==> src/rtl/wdt_pkg.sv <==
// Shared definitions for the watchdog timeout controller and the WDT wrapper:
// FSM state encoding, default sizing and the WDT register map.
package wdt_pkg;

    typedef enum logic [1:0] {
        IDLE       = 2'd0,
        IRQ_PEND   = 2'd1,
        RST_ASSERT = 2'd2,
        HOLDOFF    = 2'd3
    } wdt_to_state_e;

    localparam int WDT_GRACE_DEF     = 1024;
    localparam int WDT_RST_PULSE_DEF = 16;
    localparam int WDT_CNT_W_DEF     = 8;

    localparam logic [31:0] WDT_CTRL_ADDR   = 32'h1001_0100;
    localparam logic [31:0] WDT_LOAD_ADDR   = 32'h1001_0200;
    localparam logic [31:0] WDT_STATUS_ADDR = 32'h1001_0300;

    // Counter width able to hold the value n itself, so terminal values never wrap.
    function automatic int wdt_cnt_width(input int n);
        return (n < 1) ? 1 : $clog2(n + 1);
    endfunction

endpackage

==> src/rtl/wdt_timeout_ctrl_if.sv <==
// Control/status bundle between the timeout controller, the WDT wrapper,
// the CPU interrupt input and the system reset tree.
interface wdt_timeout_ctrl_if
    import wdt_pkg::*;
#(
    parameter int CNT_W = WDT_CNT_W_DEF
) ();

    logic             WTO;
    logic             irq_en;
    logic             rst_en;
    logic             irq_clr;
    logic             cnt_clr;
    logic             WDT_IRQ;
    logic             SYS_RSTn;
    logic [CNT_W-1:0] TO_CNT;
    logic [1:0]       STATE;

    modport master (
        output WTO, irq_en, rst_en, irq_clr, cnt_clr,
        input  WDT_IRQ, SYS_RSTn, TO_CNT, STATE
    );

    modport slave (
        input  WTO, irq_en, rst_en, irq_clr, cnt_clr,
        output WDT_IRQ, SYS_RSTn, TO_CNT, STATE
    );

endinterface

==> src/rtl/wdt_edge_det.sv <==
// Registers a level and flags its rising edge combinationally, so a level
// held high yields exactly one single-cycle pulse.
module wdt_edge_det (
    input  logic ACLK,
    input  logic ARESETn,
    input  logic din,
    output logic din_q,
    output logic rise
);

    // NOTE: sequential state uses non-blocking assignments so every flop
    // samples pre-edge values regardless of process ordering.
    always_ff @(posedge ACLK) begin
        if (!ARESETn) din_q <= 1'b0;
        else          din_q <= din;
    end

    assign rise = din & ~din_q;

endmodule

==> src/rtl/wdt_timeout_ctrl.sv <==
// Turns a watchdog timeout edge into an interrupt, escalates to a fixed-width
// system reset pulse if unacknowledged, and counts timeout events.
module wdt_timeout_ctrl
    import wdt_pkg::*;
#(
    parameter int GRACE_CYCLES = WDT_GRACE_DEF,
    parameter int RST_PULSE    = WDT_RST_PULSE_DEF,
    parameter int CNT_W        = WDT_CNT_W_DEF
) (
    input  logic               ACLK,
    input  logic               ARESETn,
    wdt_timeout_ctrl_if.slave  bus
);

    localparam int GW = wdt_cnt_width(GRACE_CYCLES);
    localparam int PW = wdt_cnt_width(RST_PULSE);

    localparam logic [GW-1:0]    GRACE_LAST = GW'(GRACE_CYCLES - 1);
    localparam logic [PW-1:0]    PULSE_LAST = PW'(RST_PULSE - 1);
    localparam logic [CNT_W-1:0] CNT_MAX    = '1;

    wdt_to_state_e    state, state_nxt;
    logic [GW-1:0]    grace_cnt, grace_nxt;
    logic [PW-1:0]    pulse_cnt, pulse_nxt;
    logic [CNT_W-1:0] to_cnt;
    logic             irq_q;
    logic             rstn_q;
    logic             wto_q;
    logic             wto_evt;

    wdt_edge_det u_edge_det (
        .ACLK    (ACLK),
        .ARESETn (ARESETn),
        .din     (bus.WTO),
        .din_q   (wto_q),
        .rise    (wto_evt)
    );

    // SYS_RSTn must not feed back into ARESETn, so TO_CNT outlives the pulse.
    always_ff @(posedge ACLK) begin
        if (!ARESETn) begin
            state     <= IDLE;
            grace_cnt <= '0;
            pulse_cnt <= '0;
            irq_q     <= 1'b0;
            rstn_q    <= 1'b1;
            to_cnt    <= '0;
        end else begin
            state     <= state_nxt;
            grace_cnt <= grace_nxt;
            pulse_cnt <= pulse_nxt;
            irq_q     <= (state == IRQ_PEND);
            rstn_q    <= (state != RST_ASSERT);
            if (bus.cnt_clr)
                to_cnt <= '0;
            else if (wto_evt && (to_cnt != CNT_MAX))
                to_cnt <= to_cnt + CNT_W'(1);
        end
    end

    // NOTE: every output of this block is defaulted first so no path can
    // leave a value unassigned and infer a latch.
    always_comb begin
        state_nxt = state;
        grace_nxt = grace_cnt;
        pulse_nxt = pulse_cnt;
        unique case (state)
            IDLE: begin
                if (wto_evt) begin
                    if (bus.irq_en) begin
                        state_nxt = IRQ_PEND;
                        grace_nxt = '0;
                    end else if (bus.rst_en) begin
                        state_nxt = RST_ASSERT;
                        pulse_nxt = '0;
                    end
                end
            end
            IRQ_PEND: begin
                if (bus.irq_clr) begin
                    state_nxt = IDLE;
                end else if (grace_cnt == GRACE_LAST) begin
                    // Without rst_en the counter parks at its terminal value.
                    if (bus.rst_en) begin
                        state_nxt = RST_ASSERT;
                        pulse_nxt = '0;
                    end
                end else begin
                    grace_nxt = grace_cnt + GW'(1);
                end
            end
            RST_ASSERT: begin
                if (pulse_cnt == PULSE_LAST)
                    state_nxt = HOLDOFF;
                else
                    pulse_nxt = pulse_cnt + PW'(1);
            end
            HOLDOFF: begin
                // A stale high WTO must drop before the next edge can re-arm us.
                if (!wto_q)
                    state_nxt = IDLE;
            end
            default: state_nxt = IDLE;
        endcase
    end

    assign bus.WDT_IRQ  = irq_q;
    assign bus.SYS_RSTn = rstn_q;
    assign bus.TO_CNT   = to_cnt;
    assign bus.STATE    = state;

endmodule

==> src/flat_wrapper.sv <==
// flat-port wrapper written by rule: the top's interface ports become plain ports
module wdt_timeout_ctrl_flat import wdt_pkg::*;
#(
    parameter int GRACE_CYCLES = WDT_GRACE_DEF,
    parameter int RST_PULSE    = WDT_RST_PULSE_DEF,
    parameter int CNT_W        = WDT_CNT_W_DEF
)
  (ACLK, ARESETn, bus_WTO, bus_irq_en, bus_rst_en, bus_irq_clr, bus_cnt_clr, bus_WDT_IRQ, bus_SYS_RSTn, bus_TO_CNT, bus_STATE);
  wdt_timeout_ctrl_if #(.CNT_W(CNT_W)) bus_i ();
  input  logic ACLK;
  input  logic ARESETn;
  input wire logic [$bits(bus_i.WTO)-1:0] bus_WTO;
  input wire logic [$bits(bus_i.irq_en)-1:0] bus_irq_en;
  input wire logic [$bits(bus_i.rst_en)-1:0] bus_rst_en;
  input wire logic [$bits(bus_i.irq_clr)-1:0] bus_irq_clr;
  input wire logic [$bits(bus_i.cnt_clr)-1:0] bus_cnt_clr;
  output wire logic [$bits(bus_i.WDT_IRQ)-1:0] bus_WDT_IRQ;
  output wire logic [$bits(bus_i.SYS_RSTn)-1:0] bus_SYS_RSTn;
  output wire logic [$bits(bus_i.TO_CNT)-1:0] bus_TO_CNT;
  output wire logic [$bits(bus_i.STATE)-1:0] bus_STATE;
  assign bus_i.WTO = bus_WTO;
  assign bus_i.irq_en = bus_irq_en;
  assign bus_i.rst_en = bus_rst_en;
  assign bus_i.irq_clr = bus_irq_clr;
  assign bus_i.cnt_clr = bus_cnt_clr;
  assign bus_WDT_IRQ = bus_i.WDT_IRQ;
  assign bus_SYS_RSTn = bus_i.SYS_RSTn;
  assign bus_TO_CNT = bus_i.TO_CNT;
  assign bus_STATE = bus_i.STATE;
  wdt_timeout_ctrl #(.GRACE_CYCLES(GRACE_CYCLES), .RST_PULSE(RST_PULSE), .CNT_W(CNT_W)) u_core (.ACLK(ACLK), .ARESETn(ARESETn), .bus(bus_i));
endmodule
==> config.mk <==
export PLATFORM = sky130hd
export DESIGN_NAME = wdt_timeout_ctrl_flat
export DESIGN_NICKNAME = d
export VERILOG_FILES = /design/src/rtl/wdt_pkg.sv /design/src/rtl/wdt_timeout_ctrl_if.sv /design/src/rtl/wdt_edge_det.sv /design/src/rtl/wdt_timeout_ctrl.sv /design/src/flat_wrapper.sv
export SDC_FILE = /design/constraint.sdc
export NUM_CORES = 1
export LEC_CHECK = 0
export ABC_AREA = 1
export CORE_ASPECT_RATIO = 1.4
export CORE_MARGIN = 3
export CORE_UTILIZATION = 35
export CTS_CLUSTER_DIAMETER = 30
export DETAILED_ROUTE_END_ITERATION = 10
export GPL_ROUTABILITY_DRIVEN = 0
export PLACE_DENSITY_LB_ADDON = 0.2
export SLEW_MARGIN = 30
export SYNTH_ARGS = -nofsm -noshare
export SYNTH_HDL_FRONTEND = slang
export SYNTH_SLANG_ARGS = --single-unit
export TNS_END_PERCENT = 1
==> constraint.sdc <==
create_clock -name ACLK -period 2.1 [get_ports ACLK]
set_input_delay 0.42 -clock ACLK [delete_from_list [all_inputs] [get_ports ACLK]]
set_output_delay 0.42 -clock ACLK [all_outputs]
set_load 0.02 [all_outputs]
; ---- Yosys cells after proc, flatten, opt, wreduce, memory -nomap -nowiden
; Cells that the tools add are included.
[classes]
addsub = 3
eq_ne = 17
muxes = 20
n_bitwise = 3
reduce_logical = 8
[ops]
columns = op, count
row1 = 2-to-1 mux 11 bit, 4
row2 = 2-to-1 mux 5 bit, 6
row3 = one-hot mux 11 bit (2 select lines), 1
row4 = "inequality test 2 bit, second input constant", 8
row5 = one-hot mux 5 bit (3 select lines), 1
row6 = 2-to-1 mux 2 bit, 7
row7 = "adder 11 x 1 -> 11 bit, second input constant", 1
row8 = "equality test 11 x 10 -> 1 bit, second input constant", 1
row9 = "adder 8 x 1 -> 8 bit, second input constant", 1
row10 = "inequality test 8 bit, second input constant", 1
row11 = one-hot mux 2 bit (4 select lines), 1
row12 = AND reduction 6 bit, 1
row13 = "adder 5 x 1 -> 5 bit, second input constant", 1
row14 = "equality test 5 x 4 -> 1 bit, second input constant", 1
row15 = AND reduction 5 bit, 1
row16 = "equality test 2 bit, second input constant", 2
row17 = "inequality test 2 x 1 -> 1 bit, second input constant", 2
row18 = AND reduction 4 bit, 1
row19 = "inequality test 3 bit, second input constant", 1
row20 = nonzero test 3 bit, 1
row21 = "equality test 2 x 1 -> 1 bit, second input constant", 1
row22 = logical NOT 2 bit, 1
row23 = inverter 1 bit, 2
row24 = nonzero test 2 bit, 1
row25 = 3 further kinds, 3
[word_totals]
register_bits = 29
in_bits = 7
output_inout_bits = 12
wordCells = 58

; ---- Depth between registers and ports, before layout
; Gate-level depths: netlist of run 1.
[depth]
word_depth = 4
mapped_depth = 12
ltp_nobuf = 12

; ---- Cells and area by module
; From an unflattened synthesis of run 1, not the netlist that was laid out.
[hier_totals]
hier_cells = 267
area_unflattened_um2 = 1747.9
[modules_own_cells]
columns = mod, n_inst, cells_each, area_each_um2, seq_area_each_um2
row1 = wdt_timeout_ctrl, 1, 262, 1710.4, 560.5
row2 = wdt_edge_det, 1, 5, 37.5, 20.0

; ---- Worst setup path before layout of run 1
; No wires, ideal clock.
[synth_path]
kind = register to register
from = register u_core.pulse_cnt[0]
to = register u_core.pulse_cnt[2]
setup_time_ps = 120
arrival_ps = 1443
required_ps = 1980
slack_ps = 537
stages_incl_launch_ff = 13
path_buffers = 0
synth_period_minus_slack_ps = 1563
cell_sequence = dfxtp_1 ha_1 nand2_1 nor2_1 ha_1 inv_1 nand3_1 nand2_1 nand2_2 nor2_8 nand2_1 nand2_1 a21oi_1
[synth_between]
elab_chain_cells = 3
elab_cells_between_ends = 6
classes_between = 1 x add/sub / 2 x eq/ne / 2 x mux / 1 x reduce/logical
[synth_rtl]
columns = element, line
row1 = from (decl), wdt_timeout_ctrl.sv:24  ; logic [PW-1:0] pulse_cnt, pulse_nxt;
row2 = from (signal assigned), wdt_timeout_ctrl.sv:51  ; pulse_cnt <= pulse_nxt;
row3 = adder 5 x 1 -> 5 bit / equality test 5 x 4 -> 1 bit (equally long branches), "wdt_timeout_ctrl.sv:96, wdt_timeout_ctrl.sv:93"
row4 = 2-to-1 mux 5 bit / inequality test 2 bit (equally long branches), n/a
row5 = one-hot mux 5 bit (3 select lines) / AND reduction 6 bit (equally long branches), n/a
; Several ways; a longest one is shown, not always the timed one. The select of a mux whose other input is x is not followed.
; A chain may end at the register's enable or synchronous reset.

; ---- Final worst setup path of run 1
[layout_path]
from = register u_core.state[1], in the netlist u_core.bus.STATE[1]
to = output bus_STATE[1]
[layout_rtl]
columns = element, line
row1 = from (decl), wdt_timeout_ctrl.sv:22  ; wdt_to_state_e state, state_nxt;
row2 = from (signal assigned), wdt_timeout_ctrl.sv:49  ; state <= state_nxt;
row3 = to (decl), flat_wrapper.sv:20  ; output wire logic [$bits(bus_i.STATE)-1:0] bus_STATE;
; No word-level cell between the ends.

==> results of run 1 <==
## layout make-up
cell class	instances	area share, %
Multi-Input combinational cell	197	46.63
Sequential cell	29	28.14
Timing Repair Buffer	23	10.55
Inverter	37	6.731
Tap cell	62	3.760
Clock buffer	5	3.335
Clock inverter	3	0.8490
## cells by family (layout without fill, tap and decap cells)
group | after synthesis | count (layout) | synth area share [%]
adders and majority gates | 4 | 4 | 2.963
xor gates and xnor gates | 2 | 2 | 1.037
buffers and inverters | 38 | 68 | 8.667
and+or+nand+nor | 161 | 161 | 43.70
AOI/OAI and AO/OA | 30 | 30 | 9.260
DFF | 29 | 29 | 34.37
## sequential cells by signal (all words and copies together) (netlist names)
name,count
u_core.bus.SYS_RSTn,1
u_core.u_edge_det.din_q,1
u_core.bus.STATE,2
u_core.bus.WDT_IRQ,1
u_core.bus.TO_CNT,8
u_core.grace_cnt,11
u_core.pulse_cnt,5
## cells in the final DEF, fill, tap and decap left out, types with 4 or more instances in the layout
cell / synthesis / final
a21oi_1: 22 / 22
clkdlybuf4s50_1: 0 / 18
clkbuf_8: 0 / 5
buf_4: 1 / 5
inv_1: 34 / 34
nand2_1: 82 / 82
nand4_1: 4 / 4
ha_1: 4 / 4
nor2_1: 29 / 29
nand3_1: 26 / 26
dfxtp_1: 29 / 29
o21ai_0: 5 / 5
## path summary, 6_finish.rpt
path,from,cells after the start,end,slack [ns]
worst min-delay path,u_core.pulse_cnt[4]$_SDFFE_PN0P_,2,u_core.pulse_cnt[4]$_SDFFE_PN0P_,0.47
worst min register to register,u_core.pulse_cnt[4]$_SDFFE_PN0P_,2,u_core.pulse_cnt[4]$_SDFFE_PN0P_,0.47
worst max register to register,u_core.pulse_cnt[0]$_SDFFE_PN0P_,12,u_core.pulse_cnt[2]$_SDFFE_PN0P_,0.34
worst max-delay path,u_core.bus.STATE[1]$_SDFFE_PN0P_,1,bus_STATE[1],0.20
## layer usage
layer,up-vias,global-route usage (%)
met2,32,26.54
met3,12,3.723
li1,899,-
met1,741,17.58
met5,-,0
met4,0,7.885
## where the power goes
part           internal (mW)  switching, mW  total (mW)  leakage, nW
logic                  0.211          0.380       0.591        0.592
clock network          0.228          0.229       0.457       0.0439
registers              0.600         0.0672       0.667        0.235
## stage by stage
step | setup slack (ns) | total power [mW] | cells | hold WS [ns] | utilization, %
2_1_floorplan | 0.5373 | 1.104 | 264 | 0.4401 | -
3_3_place_gp | 0.2459 | 1.276 | 348 | 0.4625 | 42.90
3_5_place_dp | 0.2333 | 1.271 | 348 | 0.4564 | 42.90
4_1_cts | 0.1841 | 1.740 | 356 | 0.4679 | 44.77
5_1_grt | 0.1534 | 1.841 | 356 | 0.4975 | 44.77
6_report | 0.2008 | 1.715 | 356 | 0.4698 | 44.77
## cell usage after synthesis, types with 2 or more instances
library cell	instances
nand2_1	82
inv_1	34
dfxtp_1	29
nor2_1	29
nand3_1	26
a21oi_1	22
o21ai_0	5
ha_1	4
nand4_1	4
nand2_2	3
nand3_2	3
inv_2	2
nand2_4	2
nand3b_1	2
nor2_2	2
nor3_1	2
xnor2_1	2
==> impl_metrics.env, run 1 <==
export IMPL_ys_ff_latch=29
export IMPL_totalWireLength_mm=3.933
export IMPL_grt_pass1_wl_mm=6.831
export IMPL_area_delta_synth_final_pct=22.15
export IMPL_start_util_pct=36.65
export IMPL_wl_per_cell_um=11.05
export IMPL_slowest_delay_ns=0.68
export IMPL_ir_worst_vdd_v=0.0003354
export IMPL_synth_area_leaders="dfxtp_1 34%, nand2_1 18%, nand3_1 7.7%"
export IMPL_cts_sinks=29
export IMPL_critPathTopFamily="buffers and inverters"
export IMPL_arrival_ns=1.48
export IMPL_seq_area_um2=580.6
export IMPL_worst_path_buf_inv=1
export IMPL_end_kind="output pin"
export IMPL_insertion_delay_ns=0.29
export IMPL_multi_input_comb_area_um2=962.2
export IMPL_final_period_utilization_pct=90.44
export IMPL_synth_largest_area_cell="dfxtp_1"
export IMPL_synth_seq_area_share_pct=34.37
export IMPL_rsz0062_at_grt="false"
export IMPL_postSynthAreaPerCell_um2=6.398
export IMPL_cts_tree="done"
export IMPL_skew_ns=0.006815
export IMPL_antenna_found_initial=0
export IMPL_outcome="finished clean"
export IMPL_die_w_um=64.71
export IMPL_synth_edf_count=0
export IMPL_p_leak_nw=0.8715
export IMPL_dieArea_um2=5707
export IMPL_yosys_area_top_type_share_pct=34.37
export IMPL_netlist_instances=264
export IMPL_path_max_fanout=7
export IMPL_tns_ns=0
export IMPL_synth_area_um2=1689
export IMPL_cap_violations=0
export IMPL_synth_ff_type="dfxtp_1"
export IMPL_first_iter_violations=60
export IMPL_hold_viol_final=0
export IMPL_worstPathRequired_ns=1.68
export IMPL_slowest_stage="clkdlybuf4s50_1"
export IMPL_hold_buffers=0
export IMPL_tightest_slew_ns=0.3507
export IMPL_ioPinCount=19
export IMPL_cts_setup_buffers=0
export IMPL_placed_cell_area_um2=1977
export IMPL_cts_resized_gates=0
export IMPL_nets=304
export IMPL_vias_per_cell=4.730
export IMPL_max_freq_mhz=526.5
export IMPL_maxSlewViolCount=0
export IMPL_top_layer_used="met4"
export IMPL_fin_area_um2=2063
export IMPL_grt_max_degree=11
export IMPL_wl_met2_mm=1.898
export IMPL_core_um2=4608
export IMPL_ant_nets=0
export IMPL_hpwlAfterDp_mm=3.050
export IMPL_fin_crit_ns=1.899
export IMPL_cts_htree_levels=2
export IMPL_drive_gt1_share_pct=9.524
export IMPL_clockBufferDepth=2
export IMPL_firstDrtPassIters=4
export IMPL_drcViolationCount=0
export IMPL_postSynth_asyncResetShare_pct=0
export IMPL_ys_types=28
export IMPL_gr_total_overflow=0
export IMPL_fill_cells=512
export IMPL_yosysWarningCount=0
export IMPL_wl_met1_mm=1.785
export IMPL_numCtsBuffers=5
export IMPL_setup_viol=0
export IMPL_grt_pass1_vias=1578
export IMPL_path_cells="clkdlybuf4s50_1"
export IMPL_insertedDiodeCount=0
export IMPL_criticalPathCategory="flop to output pin"
export IMPL_port_buffers=18
export IMPL_clk_pin_slew_ns=0.07
export IMPL_core_rowCount=29
export IMPL_ctsRootBufferMaster="clkbuf_8"
export IMPL_slew_headroom_pct=76.53
export IMPL_chipHeight_um=88.20
export IMPL_power_density_nw_per_um2=831.2
export IMPL_grtUsageTotal_pct=15.41
export IMPL_hold_path_class="flop to flop"
export IMPL_synth_nets=275
export IMPL_dr_wl_met3_um=146
export IMPL_crit_path_start_kind="flop"
export IMPL_vias=1684
Power figures use the tool's default switching activity.
==> run 2, diff against run 1 <==
--- a/config.mk
+++ b/config.mk
@@ -12,6 +12,7 @@
 export CTS_CLUSTER_DIAMETER = 30
 export DETAILED_ROUTE_END_ITERATION = 10
 export GPL_ROUTABILITY_DRIVEN = 0
+export GPL_TIMING_DRIVEN = 0
 export PLACE_DENSITY_LB_ADDON = 0.2
 export SLEW_MARGIN = 30
 export SYNTH_ARGS = -nofsm -noshare
==> run 2 against run 1 <==
  * Critical path depth unchanged
  * First-iteration DRC count increased by 62%
  * Largest power group unchanged
  * Final cell count down 1.4%
==> impl_metrics.env, run 2 (synthesized netlist as in run 1, its figures left out) <==
export IMPL_outcome="finished clean"
export IMPL_ant_nets=0
export IMPL_firstDrtPassIters=4
export IMPL_largest_register_ffs=11
export IMPL_hpwlAfterDp_mm=2.867
export IMPL_end_kind="output pin"
export IMPL_path_cells="clkdlybuf4s50_1"
export IMPL_path_max_fanout=7
export IMPL_ioPinCount=19
export IMPL_regMostFlops="u_core.grace_cnt"
export IMPL_cts_resized_gates=0
export IMPL_hold_buffers=0
export IMPL_first_iter_violations=97
export IMPL_clk_pin_slew_ns=0.07
export IMPL_worst_path_buf_inv=1
export IMPL_final_cell_mix="82 x nand2_1, 34 x inv_1, 29 x nor2_1, 29 x dfxtp_1, 26 x nand3_1"
export IMPL_power_frac_clock_pct=26.3
export IMPL_grt_pass1_vias=1584
export IMPL_cts_sinks=29
export IMPL_gr_total_overflow=0
export IMPL_clockBufferDepth=2
export IMPL_power_share_switching_pct=39.27
export IMPL_core_rowCount=29
export IMPL_slew_headroom_pct=60.21
export IMPL_cts_setup_buffers=0
export IMPL_drcViolationCount=0
export IMPL_arrival_ns=1.49
export IMPL_final_common_cell="nand2_1"
export IMPL_power_frac_comb_pct=34.4
export IMPL_p_leak_nw=0.8481
export IMPL_die_w_um=64.71
export IMPL_p_switching_mw=0.6669
export IMPL_final_period_utilization_pct=91.06
export IMPL_skew_ns=0.003853
export IMPL_hold_viol_final=0
export IMPL_criticalPathCategory="flop to output pin"
export IMPL_cts_tree="done"
export IMPL_totalWireLength_mm=3.738
export IMPL_vias=1642
export IMPL_insertedDiodeCount=0
export IMPL_hold_path_class="primary input to flop"
export IMPL_numCtsBuffers=5
export IMPL_fin_crit_ns=1.912
export IMPL_cell_internal_pwr_mw=1.031
export IMPL_ctsRootBufferMaster="clkbuf_8"
export IMPL_ir_worst_vdd_v=0.0004284
export IMPL_dieArea_um2=5707
export IMPL_rsz0062_at_grt="false"
export IMPL_vias_per_cell=4.678
export IMPL_max_freq_mhz=523.0
export IMPL_antenna_found_initial=0
export IMPL_port_buffers=17
export IMPL_core_um2=4608
export IMPL_slowest_delay_ns=0.68
export IMPL_drive_gt1_share_pct=7.958
export IMPL_hold_slack_ns=0.4015
export IMPL_crit_path_start_kind="flop"
export IMPL_tns_ns=0
export IMPL_sequentialPowerShare_pct=39.4
export IMPL_insertion_delay_ns=0.28
export IMPL_worstPathRequired_ns=1.68
export IMPL_grtUsageTotal_pct=14.91
export IMPL_grt_pass1_wl_mm=6.755
export IMPL_area_delta_synth_final_pct=19.56
export IMPL_maxSlewViolCount=0
export IMPL_tightest_slew_ns=0.5969
export IMPL_power_density_nw_per_um2=841.0
export IMPL_critPathTopFamily="buffers and inverters"
export IMPL_chipHeight_um=88.20
export IMPL_cap_violations=0
export IMPL_cts_htree_levels=2
export IMPL_grt_max_degree=11
export IMPL_setup_viol=0
export IMPL_wl_per_cell_um=10.65
export IMPL_slowest_stage="clkdlybuf4s50_1"
export IMPL_start_util_pct=36.65
export IMPL_nets=299
-- run 2: per-layer routing --
layer | share of wire, % | GRT usage [%] | up-vias | wire (um)
li1 | - | - | 888 | -
met5 | 0 | 0 | - | 0
met1 | 45 | 16.65 | 716 | 1697
met2 | 49 | 26.35 | 31 | 1844
met4 | 1.6 | 6.154 | 0 | 58
met3 | 3.7 | 4.236 | 7 | 138
-- run 2: power by group through the flow --
stage	sequential [mW]	clock, mW	combinational, mW
4_1_cts	0.668	0.462	0.589
2_1_floorplan	0.695	0	0.410
5_1_grt	0.681	0.486	0.653
6_report	0.668	0.446	0.583
3_5_place_dp	0.680	0	0.585
3_3_place_gp	0.681	0	0.582
-- run 2: cell type report --
class                   count  area [um^2]
flip-flops and latches     29        580.6
multi-input cells         197        962.2
repair buffers             17        170.2
fillers                   534         2589
plain buffers               1        7.507
inverters                  37        138.9
clock inverters             2        10.01
well taps                  62        77.57
clock buffers               6        72.57
-- run 2: worst paths after layout --
path	start	endpoint	slack, ns	depth (start not counted)
max	u_core.bus.STATE[1]$_SDFFE_PN0P_	bus_STATE[1]	0.19	1
min	ARESETn	u_core.bus.SYS_RSTn$_SDFF_PN1_	0.40	2
max reg2reg	u_core.grace_cnt[0]$_SDFFE_PN0P_	u_core.pulse_cnt[4]$_SDFFE_PN0P_	0.31	8
min reg2reg	u_core.pulse_cnt[4]$_SDFFE_PN0P_	u_core.pulse_cnt[4]$_SDFFE_PN0P_	0.47	2
-- run 2: stage by stage --
| step | power, mW | worst slack, ns | utilization (%) | instances | area (um^2) |
|---|---|---|---|---|---|
| after CTS | 1.719 | 0.1780 | 43.82 | 351 | 2019 |
| after detailed placement | 1.265 | 0.1442 | 42.03 | 343 | 1937 |
| final | 1.698 | 0.1878 | 43.82 | 351 | 2019 |
| after global placement | 1.263 | 0.1463 | 42.03 | 343 | 1937 |
| after global routing | 1.820 | 0.05618 | 43.82 | 351 | 2019 |
| after floorplan | 1.104 | 0.5373 | - | 264 | 1689 |
==> run 3, diff against run 2 <==
--- a/config.mk
+++ b/config.mk
@@ -6,7 +6,7 @@
 export NUM_CORES = 1
 export LEC_CHECK = 0
 export ABC_AREA = 1
-export CORE_ASPECT_RATIO = 1.4
+export CORE_ASPECT_RATIO = 1.1
 export CORE_MARGIN = 3
 export CORE_UTILIZATION = 35
 export CTS_CLUSTER_DIAMETER = 30
@@ -14,6 +14,7 @@
 export GPL_ROUTABILITY_DRIVEN = 0
 export GPL_TIMING_DRIVEN = 0
 export PLACE_DENSITY_LB_ADDON = 0.2
+export SKIP_CTS_REPAIR_TIMING = 1
 export SLEW_MARGIN = 30
 export SYNTH_ARGS = -nofsm -noshare
 export SYNTH_HDL_FRONTEND = slang
==> run 3 against run 2 <==
  * Final cell count decreased by 2.6%
  * Global-route usage is 1.0 points lower
  * Critical path depth unchanged
  * Non-clock buffer count unchanged
  * Maximum frequency up 0.86%
  * Cell area fell by 0.31%
  * Critical path type unchanged
  * Clock power increased by 3%
  * Largest power group unchanged
  * First-iteration DRC count decreased by 25%
==> impl_metrics.env, run 3 (synthesized netlist as in run 1, its figures left out) <==
export IMPL_outcome="finished clean"
export IMPL_nets=299
export IMPL_totalWireLength_mm=3.651
export IMPL_r2r_slack_ns=0.38
export IMPL_gr_usage_met3_pct=3.797
export IMPL_multi_input_comb_area_um2=962.2
export IMPL_fill_cells=495
export IMPL_r2r_start="u_core.pulse_cnt[0]$_SDFFE_PN0P_"
export IMPL_die_w_um=72.24
export IMPL_path_max_fanout=7
export IMPL_arrival_ns=1.48
export IMPL_startpoint="u_core.bus.STATE[1]$_SDFFE_PN0P_"
export IMPL_maxSlewViolCount=0
export IMPL_p_leak_nw=0.8474
export IMPL_clockBufferDepth=2
export IMPL_slowest_stage="clkdlybuf4s50_1"
export IMPL_worstRegToRegCells=12
export IMPL_worstPathRequired_ns=1.68
export IMPL_gr_usage_met1_pct=19.04
export IMPL_ioPinCount=19
export IMPL_firstDrtPassIters=4
export IMPL_worstSetupEndpoint="bus_STATE[1]"
export IMPL_skew_ns=0.007206
export IMPL_drcViolationCount=0
export IMPL_cap_violations=0
export IMPL_seq_area_um2=580.6
export IMPL_timing_rr_end="u_core.pulse_cnt[1]$_SDFFE_PN0P_"
export IMPL_area_delta_synth_final_pct=19.19
export IMPL_gr_usage_met2_pct=20.67
export IMPL_ant_nets=0
export IMPL_worst_path_buf_inv=1
export IMPL_grt_pass1_vias=1414
export IMPL_hold_path_class="primary input to flop"
export IMPL_worstSetupPathDepth=1
export IMPL_core_rowCount=25
export IMPL_port_buffers=17
export IMPL_cts_sinks=29
export IMPL_path_cells="clkdlybuf4s50_1"
export IMPL_hold_viol_final=0
export IMPL_grt_busiest_layer="met2"
export IMPL_dieArea_um2=5696
export IMPL_fin_crit_ns=1.896
export IMPL_final_cell_mix="82 x nand2_1, 34 x inv_1, 29 x nor2_1, 29 x dfxtp_1, 26 x nand3_1"
export IMPL_final_period_utilization_pct=90.28
export IMPL_numCtsBuffers=5
export IMPL_setup_viol=0
export IMPL_clk_pin_slew_ns=0.06
export IMPL_ir_worst_vdd_v=0.0003790
export IMPL_hold_slack_ns=0.4163
export IMPL_slew_headroom_pct=59.28
export IMPL_vias_per_cell=4.646
export IMPL_grtUsageTotal_pct=13.91
export IMPL_final_common_cell="nand2_1"
export IMPL_hpwlAfterDp_mm=2.710
export IMPL_critPathTopFamily="buffers and inverters"
export IMPL_start_util_pct=37.76
export IMPL_gr_total_overflow=0
export IMPL_core_um2=4473
export IMPL_rsz0062_at_grt="false"
export IMPL_criticalPathCategory="flop to output pin"
export IMPL_chipHeight_um=78.86
export IMPL_first_iter_violations=73
export IMPL_fin_area_um2=2013
export IMPL_placed_cell_area_um2=1927
export IMPL_grt_max_degree=11
export IMPL_crit_path_start_kind="flop"
export IMPL_tns_ns=0
export IMPL_ctsRootBufferMaster="clkbuf_8"
export IMPL_vias=1589
export IMPL_antenna_found_initial=0
export IMPL_end_kind="output pin"
export IMPL_insertedDiodeCount=0
export IMPL_regMostFlops="u_core.grace_cnt"
export IMPL_insertion_delay_ns=0.28
export IMPL_grt_pass1_wl_mm=6.292
export IMPL_wl_per_cell_um=10.68
export IMPL_largest_register_ffs=11
export IMPL_tightest_slew_ns=0.6108
export IMPL_cts_tree="done"
export IMPL_slowest_delay_ns=0.68
export IMPL_cts_htree_levels=2
export IMPL_power_density_nw_per_um2=846.4
export IMPL_max_freq_mhz=527.4
export IMPL_drive_gt1_share_pct=7.639
==> run 3: cell type report <==
cell class              count  share of cell area [%]
inverters                  37                   6.899
plain buffers               1                  0.3729
repair buffers             17                   8.452
flip-flops and latches     29                   28.84
well taps                  54                   3.356
clock buffers               7                   4.288
multi-input cells         197                   47.79
==> run 3: layer usage <==
layer / vias up / wire [um]
met3: 6 / 136
met5: - / 0
met4: 0 / 53
met1: 678 / 1851
met2: 19 / 1609
li1: 886 / -
==> run 3: worst min-delay path by stage <==
stage,endpoint,cells after the start,from,slack (ns)
after floorplan,u_core.pulse_cnt[4]$_SDFFE_PN0P_,2,u_core.pulse_cnt[4]$_SDFFE_PN0P_,0.44
final,u_core.bus.SYS_RSTn$_SDFF_PN1_,2,ARESETn,0.42
after detailed placement,u_core.pulse_cnt[4]$_SDFFE_PN0P_,2,u_core.pulse_cnt[4]$_SDFFE_PN0P_,0.46
after global placement,u_core.pulse_cnt[4]$_SDFFE_PN0P_,2,u_core.pulse_cnt[4]$_SDFFE_PN0P_,0.45
after CTS,u_core.bus.SYS_RSTn$_SDFF_PN1_,2,ARESETn,0.41
after global routing,u_core.bus.SYS_RSTn$_SDFF_PN1_,2,ARESETn,0.42
==> run 3: stage by stage <==
| step | cells | worst slack (ns) | utilization (%) | total power, mW |
|---|---|---|---|---|
| 2_1_floorplan | 264 | 0.5373 | - | 1.104 |
| 5_1_grt | 342 | 0.1493 | 45.01 | 1.826 |
| 4_1_cts | 342 | 0.1872 | 45.01 | 1.729 |
| 6_report | 342 | 0.2041 | 45.01 | 1.704 |
| 3_5_place_dp | 335 | 0.1292 | 43.08 | 1.256 |
| 3_3_place_gp | 335 | 0.1359 | 43.08 | 1.254 |
==> run 3: power breakdown <==
group	internal (mW)	switching (mW)	leakage, nW	total (mW)
clock network	0.259	0.202	0.0443	0.461
logic	0.203	0.371	0.568	0.574
registers	0.600	0.0690	0.235	0.669
total	1.06	0.642	0.847	1.70
==> run 3: worst register-to-register path, stage by stage, from the launching register on <==
cell and delay (ns):
dfxtp_1 0.34, ha_1 0.22, nand2_1 0.08, nor2_1 0.04, ha_1 0.19, inv_1 0.05, nand3_1 0.12, nand2_1 0.12
nand2_2 0.09, nor2_8 0.14, nand2_1 0.10, nand2_1 0.08, a21oi_1 0.05
==> RTL edit: new RTL, config.mk and constraints of run 1 <==
Set the package constant `WDT_RST_PULSE_DEF` to 32 (it was 16).
--- a/src/rtl/wdt_pkg.sv
+++ b/src/rtl/wdt_pkg.sv
@@ -10,7 +10,7 @@
     } wdt_to_state_e;
 
     localparam int WDT_GRACE_DEF     = 1024;
-    localparam int WDT_RST_PULSE_DEF = 16;
+    localparam int WDT_RST_PULSE_DEF = 32;
     localparam int WDT_CNT_W_DEF     = 8;
 
     localparam logic [31:0] WDT_CTRL_ADDR   = 32'h1001_0100;
Formal check against the unedited RTL: same outputs for any inputs over 10 cycles, from zero or initial values and one cycle with ARESETn low; that may be too few to reach the edited logic, so the function may still have changed.
==> RTL edit against run 1 <==
- routed wire length is 3.0% lower
- synthesized area is 3.4% higher
- sequential cell count rose by 1
- total power is 12% higher
- critical path depth did not move
- worst setup slack gained 0.099 ns
- cell area up 2.3%
==> RTL edit: results (changes against run 1) <==
* GRT Total Usage at 15.1% (-0.26 points)
* Synth unique cells at 27 (-3.6%)
* Largest net degree at the start of global routing at 13 (+2)
* Status: finished, final reports clean
* Minimum hold slack at 0.482 ns (+0.0124 ns)
* DR iter-0 viols at 43 (-28%)
* Slew margin rel. at 77.1% (+0.60 points)
* Clk_skew at 0.00633 ns (-0.000489 ns)
* R2R Path End: u_core.pulse_cnt[3]$_SDFFE_PN0P_
* Commonest cells post-synth: nand2_1 (87), inv_1 (44), dfxtp_1 (30)
* Final std cells w/o fill at 363 (+2.0%)
* Crit path largest cell delay at 0.65 ns (-0.03 ns)
* Syn Nets at 286 (+4.0%)
* Peak supply drop at 510 uV (+52%)
* Final nets at 310 (+2.0%)
* Worst r2r src: u_core.grace_cnt[0]$_SDFFE_PN0P_
* Critical-path maximum fanout at 6 (-1)
* Vias/cell at 4.63 (-2.0%)
* First-pass GRT wire length at 6870 um (+0.50%)
* Setup WS pre-CTS at 0.253 ns (+0.0193 ns)
* Register-to-Register Path Depth at 10 (-2)
* Fmax at 0.556 GHz (+5.5%)
* HPWL after DPL at 2920 um (-4.4%)
* Worst hold endpoint: u_core.bus.TO_CNT[1]$_SDFFE_PP0P_
* Avg WL per Cell at 10.5 um (-4.9%)
* P_leak at 0.917 nW (+5.2%)
* Register area share after synthesis at 34.4% (about the same)
==> RTL edit: cell types whose count changed in the layout (fill, tap and decap cells not counted), sizes merged, moves of 3 or more <==
cell,change
a21oi,-6
buf,-4
inv,+12
nand2,+6
nand3,-9
nor3,+3
o21ai,+5
xor2,+3
==> RTL edit: cells by family (layout without fill, tap and decap cells) <==
| group | Yosys count | count (layout) | synth area share, % |
|---|---|---|---|
| AO/OA/AOI/OAI | 27 | 27 | 8.31 |
| XOR/XNOR | 4 | 4 | 2.01 |
| adder cells (fa/ha/maj) | 3 | 3 | 2.15 |
| buffers and inverters | 50 | 75 | 10.9 |
| flip-flops | 30 | 30 | 34.4 |
| AND/OR/NAND/NOR | 162 | 162 | 42.3 |
==> RTL edit: area by class of cell <==
| cell class | count | area (um^2) |
|---|---|---|
| Clock inverter | 3 | 40.0 |
| Inverter | 48 | 180 |
| Clock buffer | 5 | 68.8 |
| Multi-Input combinational cell | 196 | 956 |
| Sequential cell | 30 | 601 |
| Timing Repair Buffer | 19 | 188 |
| Tap cell | 62 | 77.6 |
| Fill cell | 475 | 2570 |
==> RTL edit: through the flow <==
stage | cell area [um^2] | total power, W
4_1_cts | 2110 | 0.00195
5_1_grt | 2110 | 0.00208
2_1_floorplan | 1750 | 0.00120
6_report | 2110 | 0.00193
3_5_place_dp | 2000 | 0.00136
3_3_place_gp | 2000 | 0.00136
==> RTL edit: routing by layer <==
metal	share of wire, %	routed length (um)	GRT usage (%)	up-vias
met5	0	0	0	-
met4	2.1	82	7.36	0
met3	2.9	110	3.74	5
met2	52	2000	28.5	17
met1	43	1630	15.4	756
li1	-	-	-	904
==> RTL edit: power by group <==
part | switching (W) | internal (W)
clock network | 0.000236 | 0.000349
logic | 0.000413 | 0.000234
registers | 0.0000640 | 0.000632
